[config.mk]
export PLATFORM = sky130hd
export DESIGN_NAME = store_buffer
export DESIGN_NICKNAME = d
export VERILOG_FILES = /design/src/rtl/mips_mem_pkg.sv /design/src/rtl/store_align.sv /design/src/rtl/store_buffer.sv
export SDC_FILE = /design/constraint.sdc
export NUM_CORES = 1
export LEC_CHECK = 0
export CAP_MARGIN = 40
export CELL_PAD_IN_SITES_DETAIL_PLACEMENT = 1
export CELL_PAD_IN_SITES_GLOBAL_PLACEMENT = 1
export CORE_MARGIN = 10
export CORE_UTILIZATION = 50
export CTS_BUF_LIST = sky130_fd_sc_hd__clkbuf_4 sky130_fd_sc_hd__clkbuf_8
export DETAILED_ROUTE_END_ITERATION = 12
export GPL_TIMING_DRIVEN = 0
export PLACE_DENSITY_LB_ADDON = 0.12
export SETUP_SLACK_MARGIN = 0.15
export SLEW_MARGIN = 20
export SYNTH_ARGS = -nofsm -noshare
export SYNTH_HDL_FRONTEND = slang
export SYNTH_HIERARCHICAL = 1
export SYNTH_SLANG_ARGS = --single-unit
[constraint.sdc]
create_clock -name clk -period 3.65 [get_ports clk]
set_input_delay 0.73 -clock clk [delete_from_list [all_inputs] [get_ports clk]]
set_output_delay 0.73 -clock clk [all_outputs]
set_load 0.1 [all_outputs]
[src/rtl/mips_mem_pkg.sv]
// rtl/mips_mem_pkg.sv - shared store/load select codes, byte-enable constants and store buffer entry type
package mips_mem_pkg;

  localparam logic [1:0] ST_SW = 2'd0;
  localparam logic [1:0] ST_SH = 2'd1;
  localparam logic [1:0] ST_SB = 2'd2;

  localparam logic [3:0] BE_NONE    = 4'b0000;
  localparam logic [3:0] BE_BYTE0   = 4'b0001;
  localparam logic [3:0] BE_HALF_LO = 4'b0011;
  localparam logic [3:0] BE_HALF_HI = 4'b1100;
  localparam logic [3:0] BE_WORD    = 4'b1111;

  // Load-side select codes, kept here so both extraction and insertion agree
  localparam logic [2:0] LD_LW  = 3'd0;
  localparam logic [2:0] LD_LH  = 3'd1;
  localparam logic [2:0] LD_LHU = 3'd2;
  localparam logic [2:0] LD_LB  = 3'd3;
  localparam logic [2:0] LD_LBU = 3'd4;

  typedef struct packed {
    logic [29:0] waddr;
    logic [31:0] wdata;
    logic [3:0]  be;
  } sb_entry_t;

endpackage

[src/rtl/store_align.sv]
// rtl/store_align.sv - replicates store data into word lanes and derives byte enables and misalignment
module store_align
  import mips_mem_pkg::*;
(
  input  logic [31:0] st_addr,
  input  logic [31:0] st_data,
  input  logic [1:0]  st_sel,
  output logic [31:0] wdata,
  output logic [3:0]  be,
  output logic        misalign
);

  // Reserved select code falls through to the word path
  always_comb begin
    wdata    = st_data;
    be       = BE_WORD;
    misalign = 1'b0;
    case (st_sel)
      ST_SB: begin
        wdata = {4{st_data[7:0]}};
        be    = BE_BYTE0 << st_addr[1:0];
      end
      ST_SH: begin
        wdata    = {2{st_data[15:0]}};
        be       = st_addr[1] ? BE_HALF_HI : BE_HALF_LO;
        misalign = st_addr[0];
      end
      default: misalign = (st_addr[1:0] != 2'b00);
    endcase
  end

endmodule

[src/rtl/store_buffer.sv]
// rtl/store_buffer.sv - store FIFO draining to data memory over req/gnt; STORE_FORWARD_EN adds load forwarding
module store_buffer
  import mips_mem_pkg::*;
#(
  parameter int DEPTH = 4
) (
  input  logic                   clk,
  input  logic                   reset,
  input  logic                   st_valid,
  output logic                   st_ready,
  input  logic [31:0]            st_addr,
  input  logic [31:0]            st_data,
  input  logic [1:0]             st_sel,
  output logic                   st_misalign,
  output logic                   mem_req,
  input  logic                   mem_gnt,
  output logic [31:0]            mem_addr,
  output logic [31:0]            mem_wdata,
  output logic [3:0]             mem_be,
  output logic [$clog2(DEPTH):0] count,
  input  logic [31:0]            fwd_addr,
  output logic [3:0]             fwd_be,
  output logic [31:0]            fwd_data
);

  localparam int AW = $clog2(DEPTH);

  sb_entry_t        entry_q [DEPTH];
  logic [DEPTH-1:0] valid_q;
  logic [AW-1:0]    rd_ptr;
  logic [AW-1:0]    wr_ptr;
  logic [31:0]      al_wdata;
  logic [3:0]       al_be;
  logic             al_misalign;
  logic             full;
  logic             empty;
  logic             push;
  logic             pop;

  store_align u_align (
    .st_addr  (st_addr),
    .st_data  (st_data),
    .st_sel   (st_sel),
    .wdata    (al_wdata),
    .be       (al_be),
    .misalign (al_misalign)
  );

  assign full        = (count == (AW + 1)'(DEPTH));
  assign empty       = (count == '0);
  assign st_ready    = !full;
  assign st_misalign = st_valid & al_misalign;
  assign push        = st_valid & !full & !al_misalign;
  assign pop         = !empty & mem_gnt;

  assign mem_req   = !empty;
  assign mem_addr  = empty ? 32'h0 : {entry_q[rd_ptr].waddr, 2'b00};
  assign mem_wdata = empty ? 32'h0 : entry_q[rd_ptr].wdata;
  assign mem_be    = empty ? BE_NONE : entry_q[rd_ptr].be;

  // push and pop never target the same slot: push needs !full, pop needs !empty
  always_ff @(posedge clk or negedge reset) begin
    if (!reset) begin
      rd_ptr  <= '0;
      wr_ptr  <= '0;
      count   <= '0;
      valid_q <= '0;
      for (int i = 0; i < DEPTH; i++) entry_q[i] <= '0;
    end else begin
      if (push) begin
        entry_q[wr_ptr] <= '{waddr: st_addr[31:2], wdata: al_wdata, be: al_be};
        valid_q[wr_ptr] <= 1'b1;
        wr_ptr          <= wr_ptr + AW'(1);
      end
      if (pop) begin
        valid_q[rd_ptr] <= 1'b0;
        rd_ptr          <= rd_ptr + AW'(1);
      end
      if (push && !pop)      count <= count + (AW + 1)'(1);
      else if (pop && !push) count <= count - (AW + 1)'(1);
    end
  end

`ifdef STORE_FORWARD_EN
  logic [AW-1:0] idx;

  // Walk oldest to youngest so younger entries overwrite older lanes
  always_comb begin
    fwd_be   = BE_NONE;
    fwd_data = 32'h0;
    idx      = rd_ptr;
    for (int i = 0; i < DEPTH; i++) begin
      idx = rd_ptr + AW'(i);
      if (valid_q[idx] && entry_q[idx].waddr == fwd_addr[31:2]) begin
        for (int b = 0; b < 4; b++) begin
          if (entry_q[idx].be[b]) begin
            fwd_be[b]         = 1'b1;
            fwd_data[8*b +: 8] = entry_q[idx].wdata[8*b +: 8];
          end
        end
      end
    end
  end
`else
  logic unused_fwd_addr;
  assign unused_fwd_addr = ^fwd_addr;
  assign fwd_be          = BE_NONE;
  assign fwd_data        = 32'h0;
`endif

endmodule

==> metrics.yaml <==
status: "finished, final reports clean"
track_usage: 0.215
core_area_um2: 27000
grt_overflow: 0
drv_cap: 0
rsz0062_at_grt: "yes"
cts_buffers: 48
fillers: 2434
drive_above_1_share: 0.522
placementRows: 60
fmax_mhz: 293
maxSlewHeadroom: 0.402
slowest_delay_ps: 530
crit_arrival_ps: 2690
firstDrtPassIters: 6
netlist_instances: 879
grt_max_degree: 94
netlist.area_leader.share: 0.492
hp-class: "flip-flop to flip-flop"
dieWidth_um: 186
final_max_slew_viol_count: 0
seq_area_frac_synth: 0.492
detail-route-antenna-nets: 0
htreeDepth: 2
num_io_pins: 212
yosys_warnings: 6
root_buffer: "clkbuf_8"
tightest_slew_ps: 887
tritoncts: "built"
hold_viol: 0
grt_pass1_vias: 9805
path_cells: "clkdlybuf4s50_1 -> inv_1 -> ha_4 -> buf_4 -> buf_4 -> a21oi_1 -> nor2_2 -> and2_4 -> buf_12"
grt_pass1_wl_um: 57900
nets: 1280
fp.dieArea_um2: 34600
layout_min_cycle_time_ps: 3420
place_hpwl_um: 25300
post-route-util: 0.668
port_buffers: 141
synth.distinct_cells: 33
worstPathMaxFanout: 10
gp_congestion: 0.814
critPathKind: "primary input to output pin"
end_kind: "output pin"
fin_hold_ws_ps: 492
skew_ps: 14.3
route.detailed.drc: 0
vias: 8338
clock_latency_ps: 570
critPathLaunchType: "primary input"
clock_sinks: 271
clock_path_buffers: 3
clkTransAtPathRegs_ps: 50
layout_commonest_cell: "dfrtp_1"
setup_viol_count_final: 0
syn_avg_cell_area_um2: 15.7
synth_seq_cells: 271
cp_common_cell: "buf_4"
netlist_area_um2: 13800
synthTopCellsByArea: "dfrtp_1 49%, mux2_4 17%, mux4_2 11%"
grt_antenna_before_repair: 2
mostFrequentLayoutCells: "269 x dfrtp_1, 160 x mux2_4, 116 x clkdlybuf4s50_1, 106 x mux2_2, 66 x mux4_2"
area_delta_synth_final_pct: 31.0
required_ps: 2920
wirelength_um: 35900
drt_first_iter_violations: 442
start_util: 0.510
avgViaCountPerCell: 5.40
crit_slowest_cell: "clkdlybuf4s50_1"
synth.largest_area_cell: "dfrtp_1"
wl_per_cell_um: 23.2
die_h_um: 186
post-route-period-util: 0.936
==> worst paths after layout <==
kind,to,cells after the start,slack [ps],start
min reg2reg,count[0]$_DFFE_PN0P_,1,490,count[0]$_DFFE_PN0P_
max reg2reg,count[2]$_DFFE_PN0P_,10,1170,count[1]$_DFFE_PN0P_
min,count[0]$_DFFE_PN0P_,1,490,count[0]$_DFFE_PN0P_
max,st_misalign,9,230,st_sel[0]
max in group asynchronous,entry_q[188]$_DFFE_PN0P_,4,1870,reset
min in group asynchronous,entry_q[153]$_DFFE_PN0P_,2,630,reset
==> worst max-delay path: cells and delay by family <==
kind | cells | cell delay, ps
buffers and inverters | 5 | 1150
AOI/OAI and AO/OA | 1 | 60
adders and majority gates | 1 | 300
and+or+nand+nor | 2 | 430
==> state kept, by name, indices dropped and copies added (netlist names) <==
signal,count
wr_ptr,2
rd_ptr,2
count,3
entry_q,264
==> cells by family after synthesis <==
kind of cell | Yosys count | synth area share
AOI/OAI and AO/OA | 38 | 0.0178
xor gates and xnor gates | 6 | 0.00382
muxes | 332 | 0.369
and+or+nand+nor | 109 | 0.0488
DFF | 271 | 0.492
adders and majority gates | 9 | 0.00872
other | 1 | 0.000272
buffers and inverters | 113 | 0.0591
==> routing by layer <==
metal | global-route usage | part of all wire | vias to the layer above
met5 | 0 | 0.00020 | -
met4 | 0.0416 | 0.010 | 2
met3 | 0.0493 | 0.056 | 38
met2 | 0.361 | 0.50 | 200
met1 | 0.279 | 0.43 | 4436
li1 | - | - | 3662
==> cells in the mapped netlist <==
master and count:
nor2_1 3, nand2b_1 2, fa_1 1, buf_2 17, or2_1 2, xnor2_1 4
o21bai_1 2, nor2b_1 1, o21ai_1 8, and4bb_4 4, inv_1 7, nor3b_1 1
buf_6 24, ha_1 8, clkbuf_1 11, xor2_1 2, mux4_2 66, buf_4 50
or3_1 1, mux2_2 106, nand2_1 25, nand3_1 1, a21oi_1 2, and2_1 67
mux2_4 160, a22oi_1 8, dfrtp_1 271, a22o_1 8, o21ai_0 10, nor2b_4 1
nor3b_4 1, conb_1 1, buf_1 4
==> layout make-up <==
| type | instances | area, µm² | share of cell area |
|---|---|---|---|
| diodes | 1 | 2.50 | 0.000139 |
| plain buffers | 106 | 903 | 0.0501 |
| clock buffers | 76 | 952 | 0.0528 |
| clock inverters | 6 | 35.0 | 0.00194 |
| inverters | 7 | 26.3 | 0.00146 |
| multi-input cells | 532 | 6350 | 0.352 |
| flip-flops and latches | 271 | 6780 | 0.376 |
| well taps | 341 | 427 | 0.0236 |
| repair buffers | 203 | 2570 | 0.142 |
==> through the flow <==
stage | cells | instance area (µm²) | TNS, ps | worst slack, ps
4_1_cts | 1556 | 18100 | 0 | 10.7
6_report | 1543 | 18000 | 0 | 232
3_5_place_dp | 1474 | 17000 | -2690 | -538
3_3_place_gp | 1398 | 15800 | -2742270 | -10120
5_1_grt | 1542 | 18000 | 0 | 129
2_1_floorplan | 916 | 13900 | 0 | 303
==> repair_timing <==
item | CTS | global route
hold buffers | 1 | 0
pin swaps | 1 | 1
endpoints found under the hold margin | 5 | 0
resized for setup | 42 | 29
setup endpoints to repair | 68 | 58
gates cloned | 0 | 0
setup buffers | 3 | 4
Power is not shown: default switching activity piles up to over one toggle a cycle in this logic, so the estimate is an artifact.
